### config.mk
export PLATFORM = sky130hd
export DESIGN_NAME = uart_wb_master
export DESIGN_NICKNAME = d
export VERILOG_FILES = /design/src/rtl/uart_wb_master.sv
export SDC_FILE = /design/constraint.sdc
export NUM_CORES = 1
export LEC_CHECK = 0
export BUFFER_PORTS_ARGS = -buffer_cell sky130_fd_sc_hd__buf_2
export CELL_PAD_IN_SITES_DETAIL_PLACEMENT = 1
export CELL_PAD_IN_SITES_GLOBAL_PLACEMENT = 2
export CORE_UTILIZATION = 29
export CTS_CLUSTER_DIAMETER = 30
export DETAILED_ROUTE_END_ITERATION = 10
export GPL_TIMING_DRIVEN = 0
export PLACE_DENSITY_LB_ADDON = 0.25
export REMOVE_ABC_BUFFERS = 1
export SLEW_MARGIN = 20
export SYNTH_ARGS = -nofsm -noshare
export SYNTH_HDL_FRONTEND = slang
export SYNTH_SLANG_ARGS = --single-unit
### constraint.sdc
create_clock -name clk_i -period 1.8 [get_ports clk_i]
set_clock_uncertainty 0.05 [all_clocks]
set_input_delay 0.27 -clock clk_i [delete_from_list [all_inputs] [get_ports clk_i]]
set_output_delay 0.27 -clock clk_i [all_outputs]
set_load 0.01 [all_outputs]
### src/rtl/uart_wb_master.sv
// uart_wb_master: UART byte stream to 32-bit pipelined Wishbone master debug bridge
// Ports: clk_i/rst_i clock and synchronous active-high reset;
//   rx_data_i/rx_data_vld_i received bytes; tx_data_o/tx_data_vld_o/tx_active_i transmit handshake;
//   wb_* Wishbone master (cyc, stb, we, adr, dat, sel out; dat, ack, err, stall in);
//   busy_o high whenever a frame, bus cycle or response is in progress.
module uart_wb_master #(
    parameter int WB_TIMEOUT = 1024,
    parameter int RX_TIMEOUT = 500000
) (
    input  logic        clk_i,
    input  logic        rst_i,
    input  logic [7:0]  rx_data_i,
    input  logic        rx_data_vld_i,
    output logic [7:0]  tx_data_o,
    output logic        tx_data_vld_o,
    input  logic        tx_active_i,
    output logic        wb_cyc_o,
    output logic        wb_stb_o,
    output logic        wb_we_o,
    output logic [31:0] wb_adr_o,
    output logic [31:0] wb_dat_o,
    output logic [3:0]  wb_sel_o,
    input  logic [31:0] wb_dat_i,
    input  logic        wb_ack_i,
    input  logic        wb_err_i,
    input  logic        wb_stall_i,
    output logic        busy_o
);
    localparam int RW = $clog2(RX_TIMEOUT);
    localparam int WW = $clog2(WB_TIMEOUT);
    localparam logic [RW-1:0] RX_LAST = RW'(RX_TIMEOUT - 1);
    localparam logic [WW-1:0] WB_LAST = WW'(WB_TIMEOUT - 1);

    typedef enum logic [2:0] {
        IDLE, RX_ADDR, RX_DATA, WB_REQ, WB_WAIT, TX_SEND, TX_WAIT_HI, TX_WAIT_LO
    } state_t;

    state_t state, state_n;
    logic we;
    logic [31:0] adr, dat;
    logic [1:0] rx_cnt;
    logic [RW-1:0] rx_tmr;
    logic [WW-1:0] wb_tmr;
    logic [39:0] tx_sr;
    logic [2:0] tx_cnt;
    logic in_rx, in_wb, resp, wb_to, fail;

    assign in_rx = state == RX_ADDR || state == RX_DATA;
    assign in_wb = state == WB_REQ || state == WB_WAIT;
    // ack/err only count once the request has been accepted (stall low)
    assign resp  = ((state == WB_REQ && !wb_stall_i) || state == WB_WAIT) && (wb_ack_i || wb_err_i);
    assign wb_to = in_wb && wb_tmr == WB_LAST && !resp;
    assign fail  = !resp || wb_err_i;

    always_comb begin
        state_n = state;
        case (state)
            IDLE:       state_n = rx_data_vld_i && (rx_data_i == 8'h57 || rx_data_i == 8'h52) ? RX_ADDR : IDLE;
            RX_ADDR:    state_n = rx_data_vld_i && rx_cnt == 2'd3 ? (we ? RX_DATA : WB_REQ) :
                                  !rx_data_vld_i && rx_tmr == RX_LAST ? IDLE : RX_ADDR;
            RX_DATA:    state_n = rx_data_vld_i && rx_cnt == 2'd3 ? WB_REQ :
                                  !rx_data_vld_i && rx_tmr == RX_LAST ? IDLE : RX_DATA;
            WB_REQ:     state_n = resp || wb_to ? TX_SEND : !wb_stall_i ? WB_WAIT : WB_REQ;
            WB_WAIT:    state_n = resp || wb_to ? TX_SEND : WB_WAIT;
            TX_SEND:    state_n = !tx_active_i ? TX_WAIT_HI : TX_SEND;
            TX_WAIT_HI: state_n = tx_active_i ? TX_WAIT_LO : TX_WAIT_HI;
            TX_WAIT_LO: state_n = tx_active_i ? TX_WAIT_LO : tx_cnt == 3'd1 ? IDLE : TX_SEND;
            default:    state_n = IDLE;
        endcase
    end

    always_ff @(posedge clk_i) begin
        if (rst_i) begin
            state  <= IDLE;
            we     <= 1'b0;
            adr    <= '0;
            dat    <= '0;
            rx_cnt <= '0;
            rx_tmr <= '0;
            wb_tmr <= '0;
            tx_sr  <= '0;
            tx_cnt <= '0;
        end else begin
            state  <= state_n;
            rx_tmr <= state == IDLE || rx_data_vld_i ? '0 : rx_tmr + 1'b1;
            wb_tmr <= in_wb ? wb_tmr + 1'b1 : '0;
            if (state == IDLE) begin
                rx_cnt <= '0;
                if (rx_data_vld_i) we <= rx_data_i == 8'h57;
            end
            if (in_rx && rx_data_vld_i) rx_cnt <= rx_cnt + 1'b1;
            if (state == RX_ADDR && rx_data_vld_i) adr <= {adr[23:0], rx_data_i};
            if (state == RX_DATA && rx_data_vld_i) dat <= {dat[23:0], rx_data_i};
            if (in_wb && (resp || wb_to)) begin
                tx_sr  <= fail ? {8'h45, 32'h0} : {8'h4B, we ? 32'h0 : wb_dat_i};
                tx_cnt <= fail || we ? 3'd1 : 3'd5;
            end
            if (state == TX_WAIT_LO && !tx_active_i) begin
                tx_sr  <= {tx_sr[31:0], 8'h00};
                tx_cnt <= tx_cnt - 1'b1;
            end
        end
    end

    assign wb_cyc_o      = in_wb;
    assign wb_stb_o      = state == WB_REQ;
    assign wb_we_o       = in_wb && we;
    assign wb_adr_o      = in_wb ? adr : '0;
    assign wb_dat_o      = in_wb && we ? dat : '0;
    assign wb_sel_o      = {4{in_wb}};
    assign tx_data_vld_o = state == TX_SEND && !tx_active_i;
    assign tx_data_o     = tx_data_vld_o ? tx_sr[39:32] : 8'h00;
    assign busy_o        = state != IDLE;
endmodule

# Yosys cells after proc, flatten, opt, wreduce, memory -nomap -nowiden
# Cells that the tools add are included.
[totals] regBits=142 output_inout_bits=81
[op_classes] n_eq_ne=13 bitwise_logic=1 mux=26 reduce_logical=35 n_addsub=4
[ops] op="two-way mux 32 bit" n=3
[ops] op="two-way mux 40 bit" n=2
[ops] op="two-way mux 36 bit" n=1
[ops] op="case mux 3 bit (8 select lines)" n=1
[ops] op="two-way mux 3 bit" n=7
[ops] op="adder 19 x 1 -> 19 bit, second input constant" n=1
[ops] op="equality test 19 bit, second input constant" n=1
[ops] op="equality test 8 x 7 -> 1 bit, second input constant" n=2
[ops] op="logical AND 1 bit" n=14
[ops] op="equality test 3 bit, second input constant" n=4
[ops] op="two-way mux 2 bit" n=6
[ops] op="adder 10 x 1 -> 10 bit, second input constant" n=1
[ops] op="equality test 10 bit, second input constant" n=1
[ops] op="logical OR 1 bit" n=9
[ops] op="two-way mux 8 bit" n=1
[ops] op="equality test 3 x 1 -> 1 bit, second input constant" n=2
[ops] op="equality test 3 x 2 -> 1 bit, second input constant" n=2
[ops] op="OR reduction 2 bit" n=3
[ops] op="two-way mux 1 bit" n=5
[ops] op="logical NOT 1 bit" n=4
[ops] op="nonzero test 2 bit" n=2
[ops] op="logical NOT 3 bit" n=1
[ops] op="nonzero test 3 bit" n=1
[ops] op="subtractor 3 x 1 -> 3 bit, second input constant" n=1
[ops] op="other kinds (4)" n=4

# Logic depth before layout (Yosys ltp)
[depth] ltp_word=10 mapped_depth=8 ltp_nobuf=6

# Worst setup path after synthesis
# No wires, ideal clock.
[synth_timing] path_kind="flip-flop to output port" start="register state[2]" end="output port wb_dat_o[15]" t_arrival_ns=1.584 setup_slack_ns=-0.104 stages_incl_launch_ff=7 path_cell_list="dfxtp_1 > buf_2 > nor3b_2 > or2_2 > clkbuf_2 > clkbuf_1 > and3_1"
[synth_via] elab_chain_cells=4
[synth_rtl] item="start: declaration" line="38" rtl="state_t state, state_n;"
[synth_rtl] item="start signal: assignment" line="84" rtl="state <= state_n;"
[synth_rtl] item="equality test 3 x 2 -> 1 bit / equality test 3 bit (equally long branches)" line="49" rtl="assign in_wb = state == WB_REQ || state == WB_WAIT;"
[synth_rtl] item="logical OR 1 bit (*)" line="49"
[synth_rtl] item="logical AND 1 bit (*)" line="109" rtl="assign wb_dat_o = in_wb && we ? dat : '0;"
[synth_rtl] item="two-way mux 32 bit (*)" line="109"
[synth_rtl] item="end: declaration" line="21" rtl="output logic [31:0] wb_dat_o,"
# Mark *: on every way between the ends. The rest lies on a longest branch, timed or not.

# Worst setup path in the final report
[layout_timing] start="register state[0]" end="output port wb_dat_o[16]"
# Same word-level chain as after synthesis.

==> qor.csv <==
stage,metric,value,unit
setup_path,path_class,flip-flop to output port,
die,start_util,29.6,%
worst_hold_path,hold_path.class,input pin to flip-flop,
setup_path,worst_path_max_delay_cell,dfxtp_4,
drt,vias_per_cell,5.17,
die,die_w,149,microns
drt,top_layer,met4,
sta,rsz0062_at_grt,true,
global_route,track_usage,19.7,%
place,io_buffers,127,
synth,synth_warnings,0,
cells_and_area,final_util,43.4,%
clock_tree,clock_sinks,142,
drt,ant_nets,0,
power_and_ir_drop,swShare,23.1,%
place,dp_hpwl,11500,microns
power_and_ir_drop,p_per_area,751,mW/mm^2
die,io_pins,128,
place,gp_congestion,0.742,
power_and_ir_drop,p_comb_share,3.1,%
drt,wl_per_cell,18.3,microns
cells_and_area,area_growth,46.5,%
clock_tree,cts_tree,built,
drt,wl_met3,878,microns
setup_path,cpPeakStageDelay,0.37,ns
die,core,0.0211,sq mm
power_and_ir_drop,ir_drop,0.000585,V
synth,synth-edff-count,0,
clock_tree,path_clk_slew,0.07,ns
setup_path,cp_common_cell,buf_6,
drt,dr_wl_met2,11000,microns
sta,hold_viol,0,
setup_path,endpoint_kind,output port,
drt,drt_wl_total,22200,microns
synth,synth-seq-cells,142,
drt,met1_length,9940,microns
global_route,grt_max_degree,99,
synth,syn_area,0.00624,sq mm
cells_and_area,nNetsFinal,977,
cells_and_area,antenna_cells,0,
setup_path,cp.required,1.48,ns
power_and_ir_drop,internal-power,5.28,mW
synth,avgSynthCellArea,8.28,sq um
power_and_ir_drop,seqPwrFrac,45.5,%
sta,tightest_slew,0.577,ns
place,post_dp_cell_area,0.00704,sq mm
synth,synth_top_flop_cell,dfxtp_1,
power_and_ir_drop,switchingPower,1.58,mW
sta,max_slew_margin,61.5,%
global_route,antenna_found_initial,1,
global_route,grt_pass1_vias,6270,
drt,firstDrtPassIters,4,
clock_tree,cts_inserted_buffers,17,
setup_path,path_cells,nor3b_4 -> buf_6 -> or2_4 -> and3_4 -> buf_6,
power_and_ir_drop,p_leak,3.48,nW
power_and_ir_drop,total_power,6.86,mW
clock_tree,h-tree-depth,4,
sta,fin_ws,-0.279,ns
drt,drc,0,
sta,post-route-min-period,2.08,ns
die,die_h,149,microns
setup_path,crit_arrival,1.76,ns
setup_path,crit_fanout,9,
global_route,grt_pass1_wl,33600,microns
synth,seq_area_frac_synth,45.5,%
synth,yosysTopAreaCellShare,45.5,%
drt,vias,6272,
clock_tree,clock_path_buffers,2,
job,max_cap_viol_count,0,
status,status,"complete, but fails checks",
power_and_ir_drop,pwr-share-clk,51.3,%
synth,yosys.area.top_type,dfxtp_1,
global_route,overflow,0,
synth,ys_async_sr_fraction,0,%
die,die-area,0.0221,sq mm
status,violations,negative setup slack,
sta,slew_violations,0,
drt,drt-initial-drc-count,250,
sta,period_share,115,%
cells_and_area,drive_gt1_share,37.4,%
cells_and_area,design_area,0.00914,sq mm
clock_tree,cts-root-buf,clkbuf_16,
synth,synth_area_leaders,"dfxtp_1, nand2_1, a21oi_1",
setup_path,critPathLaunchType,flip-flop,
sta,max_freq,0.481,GHz
clock_tree,clkLatencyLatePin,0.42,ns
synth,postSynthCellCount,754,
synth,ys_types,58,
die,rows,53,
sta,setup_viol,113,
-- layout by cell type (no fill, tap or decap), types with 5 or more instances in the layout --
master | synthesis | final
a21oi_1 | 79 | 75
a22o_1 | 8 | 8
a22oi_1 | 24 | 24
and2_1 | 44 | 26
and2_4 | 0 | 19
and3_1 | 34 | 18
and3_4 | 0 | 17
buf_2 | 16 | 95
buf_4 | 6 | 36
buf_6 | 0 | 52
clkbuf_16 | 0 | 18
dfxtp_1 | 142 | 128
dfxtp_4 | 0 | 12
dlygate4sd3_1 | 0 | 6
inv_1 | 13 | 11
inv_6 | 0 | 5
nand2_1 | 144 | 140
nand2b_1 | 7 | 6
nand3_1 | 15 | 13
nand4_1 | 11 | 11
nor2_1 | 35 | 33
nor3_1 | 9 | 8
o21ai_0 | 9 | 8
o2bb2ai_2 | 0 | 17
or2_4 | 0 | 13
xnor2_1 | 12 | 12
xor2_1 | 7 | 7
-- kinds of logic after synthesis --
logic type	count (synthesis)	synth area share (%)
buffers and inverters	76	5.27
multiplexers	1	0.160
AO/OA/AOI/OAI	173	18.0
flip-flops	142	45.5
XOR/XNOR	19	2.67
adder cells (fa/ha/maj)	5	1.00
AND/OR/NAND/NOR	338	27.4
-- critical path, delay by kind of cell, from the launching register on --
| family | cells | cell delay, ns |
|---|---|---|
| buf+inv | 2 | 0.29 |
| flops | 1 | 0.37 |
| simple gates | 3 | 0.66 |
-- power by group through the flow --
stage | clock network (mW) | logic (mW) | registers, mW
2_1_floorplan | 0 | 0.0254 | 3.21
3_3_place_gp | 0 | 0.137 | 3.21
3_5_place_dp | 0 | 0.153 | 3.21
4_1_cts | 3.60 | 0.193 | 3.13
5_1_grt | 3.74 | 0.230 | 3.12
6_report | 3.52 | 0.215 | 3.12
-- what timing repair did --
action / CTS / global route
cloned: 18 / 6
buffers inserted: 34 / 22
hold endpoints to repair: 6 / 0
hold buffers: 6 / 0
gates resized for setup: 131 / 79
setup endpoints to repair: 218 / 173
pin swaps: 44 / 31
-- worst paths after layout --
path                                   from           end  slack [ns]  cells after the start
worst max-delay path               state[0]  wb_dat_o[16]       -0.28                      5
worst min-delay path            wb_dat_i[1]      tx_sr[1]        0.02                      2
worst max register to register     state[0]      tx_sr[7]       -0.19                      8
worst min register to register      dat[30]       dat[30]        0.40                      2
-- Yosys cell counts (all sizes together) (4+ instances only) --
library cell  count
nand2           144
dfxtp           142
a21oi            79
and2             44
clkbuf           41
nor2             35
and3             34
a22oi            24
buf              22
o2bb2ai          21
nand3            16
inv              13
xnor2            12
nand4            11
nor3             10
o21ai             9
a22o              8
nand2b            7
o22ai             7
xor2              7
or3               6
ha                5
and4              4
nor2b             4
o211ai            4
o21a              4
or4               4
-- layer usage --
layer	global-route usage, %	up-vias
li1	-	3017
met4	5.20	0
met1	24.4	3094
met2	34.3	135
met3	4.22	26
met5	0	-
-- layout make-up --
type | instances | area (sq um)
fill | 2420 | 11900
tap | 275 | 344
multi-input combinational | 557 | 3780
clock buffer | 18 | 429
inverter | 13 | 55.1
sequential | 142 | 2890
clock inverter | 14 | 156
timing repair buffer | 194 | 1490
-- through the flow --
step / setup slack (ns) / TNS [ns] / hold slack (ns) / instances
finish: -0.279 / -20.90 / 0.0197 / 1213
global route: -0.338 / -28.58 / 0.00789 / 1213
CTS: -0.269 / -21.99 / 0.00661 / 1187
detailed placement: -1.08 / -120.19 / 0.393 / 1098
global placement: -2.32 / -209.05 / 0.387 / 1093
floorplan: -1.04 / -62.48 / 0.289 / 691
-- state kept, by name, indices dropped and copies added, names as in the netlist --
| name | flops |
|---|---|
| adr | 32 |
| dat | 32 |
| rx_cnt | 2 |
| rx_tmr | 19 |
| state | 3 |
| tx_cnt | 3 |
| tx_sr | 40 |
| wb_tmr | 10 |
| we | 1 |
(Power assumes the default switching activity.)
